### src/rtl/fwd_defs.sv
// Shared definitions for the decode-stage forwarding/hazard controller:
// operand-mux select encoding and the in-flight writer slot record.
package fwd_defs;

  localparam int DEF_REG_ADDR_W = 3;
  // Slot rd field is sized for the widest supported register file; narrower
  // indices are zero-extended on entry so the record layout stays fixed.
  localparam int RD_MAX_W = 8;

  typedef enum logic [1:0] {
    SEL_RF  = 2'd0,
    SEL_EX  = 2'd1,
    SEL_MEM = 2'd2
  } fwd_sel_e;

  typedef struct packed {
    logic                valid;
    logic [RD_MAX_W-1:0] rd;
    logic                wr_en;
    logic                is_load;
  } slot_t;

  localparam int SLOT_W = $bits(slot_t);

endpackage

### src/rtl/fwd_operand_match.sv
// Per-operand forwarding match: compares one D-stage source against the EX and
// MEM writer slots and produces the mux select plus a load-use indication.
module fwd_operand_match
  import fwd_defs::*;
#(
  parameter int REG_ADDR_W   = DEF_REG_ADDR_W,
  parameter bit HAS_ZERO_REG = 1'b1
) (
  input  logic [REG_ADDR_W-1:0] i_rs,
  input  logic                  i_use,
  input  slot_t                 i_slot_ex,
  input  slot_t                 i_slot_mem,
  output logic [1:0]            o_sel,
  output logic                  o_load_hit
);

  logic [RD_MAX_W-1:0] w_rs_ext;
  logic                w_live;
  logic                w_ex_hit;
  logic                w_mem_hit;

  assign w_rs_ext = RD_MAX_W'(i_rs);

  // A hardwired-zero source never depends on an in-flight writer.
  assign w_live = i_use && !(HAS_ZERO_REG && (i_rs == '0));

  assign w_ex_hit  = w_live && i_slot_ex.valid && i_slot_ex.wr_en &&
                     (i_slot_ex.rd == w_rs_ext);
  assign w_mem_hit = w_live && i_slot_mem.valid && i_slot_mem.wr_en &&
                     (i_slot_mem.rd == w_rs_ext);

  always_comb begin
    o_sel = SEL_RF;
    if (w_ex_hit && !i_slot_ex.is_load) begin
      o_sel = SEL_EX;
    end else if (w_mem_hit) begin
      o_sel = SEL_MEM;
    end
  end

  assign o_load_hit = w_ex_hit && i_slot_ex.is_load;

endmodule

### src/rtl/fwd_hazard_ctrl.sv
// Decode-stage hazard and forwarding controller: tracks EX/MEM writers, drives
// operand-mux selects, inserts one-cycle load-use stalls and counts them.
module fwd_hazard_ctrl
  import fwd_defs::*;
#(
  parameter int REG_ADDR_W   = DEF_REG_ADDR_W,
  parameter bit HAS_ZERO_REG = 1'b1,
  parameter int CNT_W        = 16
) (
  input  logic                  clk,
  input  logic                  rst_n,
  input  logic                  d_valid,
  input  logic [REG_ADDR_W-1:0] d_rs_a,
  input  logic [REG_ADDR_W-1:0] d_rs_b,
  input  logic                  d_use_a,
  input  logic                  d_use_b,
  input  logic [REG_ADDR_W-1:0] d_rd,
  input  logic                  d_wr_en,
  input  logic                  d_is_load,
  input  logic                  flush,
  output logic [1:0]            sel_a,
  output logic [1:0]            sel_b,
  output logic                  stall_d,
  output logic                  issue_valid,
  output logic [CNT_W-1:0]      stall_count
);

  slot_t            r_slot_ex;
  slot_t            r_slot_mem;
  slot_t            w_slot_issue;
  logic [CNT_W-1:0] r_stall_count;
  logic             w_load_hit_a;
  logic             w_load_hit_b;

  fwd_operand_match #(
    .REG_ADDR_W   (REG_ADDR_W),
    .HAS_ZERO_REG (HAS_ZERO_REG)
  ) u_match_a (
    .i_rs       (d_rs_a),
    .i_use      (d_use_a),
    .i_slot_ex  (r_slot_ex),
    .i_slot_mem (r_slot_mem),
    .o_sel      (sel_a),
    .o_load_hit (w_load_hit_a)
  );

  fwd_operand_match #(
    .REG_ADDR_W   (REG_ADDR_W),
    .HAS_ZERO_REG (HAS_ZERO_REG)
  ) u_match_b (
    .i_rs       (d_rs_b),
    .i_use      (d_use_b),
    .i_slot_ex  (r_slot_ex),
    .i_slot_mem (r_slot_mem),
    .o_sel      (sel_b),
    .o_load_hit (w_load_hit_b)
  );

  // Gated by rst_n so nothing is stalled or issued while the pipe is held in reset.
  assign stall_d     = rst_n && d_valid && !flush && (w_load_hit_a || w_load_hit_b);
  assign issue_valid = rst_n && d_valid && !stall_d && !flush;

  always_comb begin
    w_slot_issue = '0;
    if (issue_valid) begin
      w_slot_issue.valid   = 1'b1;
      w_slot_issue.rd      = RD_MAX_W'(d_rd);
      w_slot_issue.wr_en   = d_wr_en;
      w_slot_issue.is_load = d_is_load;
    end
  end

  // NOTE: state updates use non-blocking assignments so slot_mem samples the
  // pre-edge slot_ex rather than the value being written in the same edge.
  always_ff @(posedge clk) begin
    if (!rst_n) begin
      r_slot_ex     <= '0;
      r_slot_mem    <= '0;
      r_stall_count <= '0;
    end else begin
      r_slot_mem <= flush ? slot_t'('0) : r_slot_ex;
      r_slot_ex  <= w_slot_issue;
      if (stall_d && (r_stall_count != {CNT_W{1'b1}})) begin
        r_stall_count <= r_stall_count + 1'b1;
      end
    end
  end

  assign stall_count = r_stall_count;

endmodule
### config.mk
export PLATFORM = sky130hd
export DESIGN_NAME = fwd_hazard_ctrl
export DESIGN_NICKNAME = d
export VERILOG_FILES = /design/src/rtl/fwd_defs.sv /design/src/rtl/fwd_operand_match.sv /design/src/rtl/fwd_hazard_ctrl.sv
export SDC_FILE = /design/constraint.sdc
export NUM_CORES = 1
export LEC_CHECK = 0
export CAP_MARGIN = 20
export CORE_UTILIZATION = 30
export CTS_CLUSTER_SIZE = 20
export DETAILED_ROUTE_END_ITERATION = 7
export GPL_TIMING_DRIVEN = 0
export SKIP_CTS_REPAIR_TIMING = 1
export SLEW_MARGIN = 20
export SYNTH_ARGS = -nofsm -noshare
export SYNTH_HDL_FRONTEND = slang
export SYNTH_SLANG_ARGS = --single-unit
### constraint.sdc
create_clock -name clk -period 2.6 [get_ports clk]
set_clock_uncertainty 0.2 [all_clocks]
set_input_delay 0.65 -clock clk [delete_from_list [all_inputs] [get_ports clk]]
set_output_delay 0.65 -clock clk [all_outputs]
set_load 0.03 [all_outputs]
==> results_dict.tcl <==
set metrics [dict create \
    startpoint_type "input pin" \
    synth_fp_nets 172 \
    ys.warnings.count 0 \
    place_inst 244 \
    synth_seq_area_share 0.395 \
    place.detailed.hpwl_um 2710 \
    fmax_mhz 383 \
    grtUsageTotal 0.154 \
    timing.rr.start "stall_count[0]" \
    synth_largest_type_area_fraction 0.395 \
    worst_path_dominant_cell_family "simple AND/OR/NAND/NOR gates" \
    cp-startpoint "d_rs_a[2]" \
    hold_path.class "flop to flop" \
    synth.cell_area_um2 1370 \
    routed_wirelength_um 3900 \
    detail_route.first_pass.iterations 4 \
    clockRootBuffer "sky130_fd_sc_hd__clkbuf_8" \
    mostFrequentLayoutCell "sky130_fd_sc_hd__dfxtp_1" \
    rsz0062_at_grt "yes" \
    via_count 1380 \
    cts_buffers 3 \
    grt_pass1_vias 1311 \
    hold_violations 0 \
    die_w_um 69.6 \
    crit_path_top_delay_cell "sky130_fd_sc_hd__or4_4" \
    synthTopCellsByArea "sky130_fd_sc_hd__dfxtp_1 39%, sky130_fd_sc_hd__xnor2_1 5.1%, sky130_fd_sc_hd__and2_1 5.0%, sky130_fd_sc_hd__or4_1 4.9%, sky130_fd_sc_hd__o31ai_1 4.4%" \
    routed_wire_length_per_instance_um 15.2 \
    final_layout_size_suffix_gt1_frac 0.255 \
    synthDominantAreaCellType "sky130_fd_sc_hd__dfxtp_1" \
    tritoncts "yes" \
    max_slew.worst_pin.slew_ns 0.550 \
    initial_core_util 0.312 \
    postRouteAntennaNets 0 \
    port_buffers 38 \
    io_pins 39 \
    finalWorstSetupSlack_ns -0.00925 \
    slew_headroom 0.629 \
    antenna-diode-count 0 \
    final_min_period_ns 2.61 \
    pin_count_of_the_biggest_net_entering_global_routing 16 \
    synthesis.area_per_instance_um2 8.90 \
    fin_util 0.479 \
    worst_hold_startpoint "r_slot_ex[10]" \
    remaining_drc_errors 0 \
    worstPathCellList "buf_8 > xor2_1 > or4_4 > nor3_4 > buf_6" \
    syn_to_final_growth_pct 53.3 \
    final_critical_path_share_of_the_clock_period 1.00 \
    grt_antenna_before_repair 0 \
    n_fill_cell 409 \
    fp.dieH_um 69.6 \
    p_leak_nw 0.728 \
    critical_path_peak_fanout 3 \
    worst-setup-path-type "input pin to primary output" \
    hold_ws_ns 0.263 \
    fin_cells 256 \
    h_tree_levels 1 \
    library_cells_used_by_synthesis 39 \
    final_net_count 223 \
    worstPathRequired_ns 1.75 \
    cts_buffer_depth 2 \
    cts.clk_slew.worst_paths_ns 0.09 \
    outcome "finished, violations left" \
    overflow_after_grt 0 \
    grt_pass1_wl_um 6070 \
    violations "negative setup slack" \
    finalMaxSlewViolations 0 \
    fp-row-count 24 \
    max_cap_violations 0 \
    core-area_um2 4380 \
    cts.sinks 27 \
    clock_network_latency_to_the_later_pin_of_the_worst_skew_pair_ns 0.27 \
    detail_route.vias_per_cell 5.39 \
    finalWeightedCongestion 0.786 \
    worstSetupEndpointType "primary output" \
    critical-path-max-stage-delay_ns 0.55 \
    arrival_ns 1.76 \
    final-setup-viol-count 3 \
    drt_iter0_drc 33 \
    most-common-layout-cells "27 x sky130_fd_sc_hd__dfxtp_1, 23 x sky130_fd_sc_hd__clkdlybuf4s50_1, 11 x sky130_fd_sc_hd__and2_1, 11 x sky130_fd_sc_hd__nand2_1, 10 x sky130_fd_sc_hd__a21oi_1" \
    cellPowerDensity_nw_per_um2 356 \
    synth_cells 154 \
    die_area_um2 4840 \
    ir_drop_mv 0.162 \
    worst-path-buf-inv 2 \
    synth-seq-cells 27 \
]
==> cell usage after synthesis <==
master / n
sky130_fd_sc_hd__nor2b_1: 1
sky130_fd_sc_hd__buf_2: 2
sky130_fd_sc_hd__o32a_1: 1
sky130_fd_sc_hd__o31a_1: 1
sky130_fd_sc_hd__nor3_1: 3
sky130_fd_sc_hd__mux2i_1: 3
sky130_fd_sc_hd__nor2_2: 1
sky130_fd_sc_hd__or2_2: 1
sky130_fd_sc_hd__or3_1: 3
sky130_fd_sc_hd__ha_1: 1
sky130_fd_sc_hd__o2111ai_1: 2
sky130_fd_sc_hd__inv_1: 2
sky130_fd_sc_hd__and2b_2: 1
sky130_fd_sc_hd__xor2_1: 4
sky130_fd_sc_hd__or3b_1: 1
sky130_fd_sc_hd__nor2_1: 4
sky130_fd_sc_hd__nand3_1: 7
sky130_fd_sc_hd__dfxtp_1: 27
sky130_fd_sc_hd__and2_1: 11
sky130_fd_sc_hd__o31ai_1: 8
sky130_fd_sc_hd__o21ai_0: 5
sky130_fd_sc_hd__xnor2_1: 8
sky130_fd_sc_hd__nand4_1: 5
sky130_fd_sc_hd__o21bai_1: 1
sky130_fd_sc_hd__and3_1: 1
sky130_fd_sc_hd__nor4_1: 1
sky130_fd_sc_hd__nand2_1: 12
sky130_fd_sc_hd__nand2b_1: 4
sky130_fd_sc_hd__clkinv_1: 1
sky130_fd_sc_hd__nand3b_1: 1
sky130_fd_sc_hd__a2111oi_2: 1
sky130_fd_sc_hd__clkbuf_1: 2
sky130_fd_sc_hd__and4_2: 1
sky130_fd_sc_hd__a21oi_1: 11
sky130_fd_sc_hd__or4_1: 9
sky130_fd_sc_hd__nand4_2: 2
sky130_fd_sc_hd__o311ai_0: 2
sky130_fd_sc_hd__o41ai_1: 2
sky130_fd_sc_hd__o22ai_1: 1
==> cells by family (layout without fill, tap and decap cells) <==
kind of cell,count (synthesis),in the layout,synth area share
AND/OR/NAND/NOR,69,69,0.301
AO/OA/AOI/OAI,35,35,0.175
flip-flops,27,27,0.395
XOR/XNOR,12,12,0.0767
buffers and inverters,7,57,0.0210
multiplexers,3,3,0.0219
adder cells (fa/ha/maj),1,1,0.00913
==> path summary, 6_finish.rpt <==
kind / endpoint / slack (ns) / cells after the start
setup / recovery: sel_a[1] / -0.009 / 5
hold / removal: r_slot_mem[10] / 0.26 / 1
setup reg to reg: stall_count[1] / 0.24 / 7
hold reg to reg: r_slot_mem[10] / 0.26 / 1
==> state kept, by name (all words and copies together), names as in the netlist <==
name and cells:
stall_count 16, r_slot_mem 5, r_slot_ex 6
==> metal layers <==
layer,global-route usage,part of all wire,vias to the layer above
met2,0.276,0.51,34
met1,0.190,0.44,662
met3,0.0247,0.035,8
met5,0,0,-
li1,-,-,676
met4,0.0408,0.023,0
==> final cells by class <==
class	count	area (um^2)	share of cell area
plain buffers	4	18.8	0.00893
clock buffers	3	41.3	0.0197
clock inverters	1	5.00	0.00238
inverters	3	11.3	0.00536
multi-input cells	120	947	0.451
flip-flops and latches	27	541	0.257
well taps	52	65.1	0.0310
repair buffers	46	472	0.225
==> worst register-to-register path: stages, from the launching register on <==
cell and delay (ns):
sky130_fd_sc_hd__dfxtp_1 0.43, sky130_fd_sc_hd__ha_1 0.25, sky130_fd_sc_hd__inv_1 0.10, sky130_fd_sc_hd__or4_1 0.51, sky130_fd_sc_hd__buf_2 0.18, sky130_fd_sc_hd__nor2_2 0.33
sky130_fd_sc_hd__nor2_1 0.12, sky130_fd_sc_hd__mux2i_1 0.13
==> power breakdown <==
part	leakage (nW)	switching (W)	internal, W
Sequential	0.218	0.00000364	0.000417
Combinational	0.484	0.0000392	0.0000501
Clock	0.0255	0.000131	0.000107
Total	0.728	0.000174	0.000574
==> per-stage QoR <==
step,power (W),cell area (um^2),setup WS [ns],setup TNS [ns]
6_report,0.000748,2100,-0.00925,-0.0115
5_1_grt,0.000787,2100,-0.0654,-0.227
4_1_cts,0.000734,1910,-1.16,-8.14
3_5_place_dp,0.000494,1860,-1.16,-12.76
3_3_place_gp,0.000493,1860,-1.14,-11.91
2_1_floorplan,0.000456,1420,0.0567,0
(Power assumes the default switching activity.)
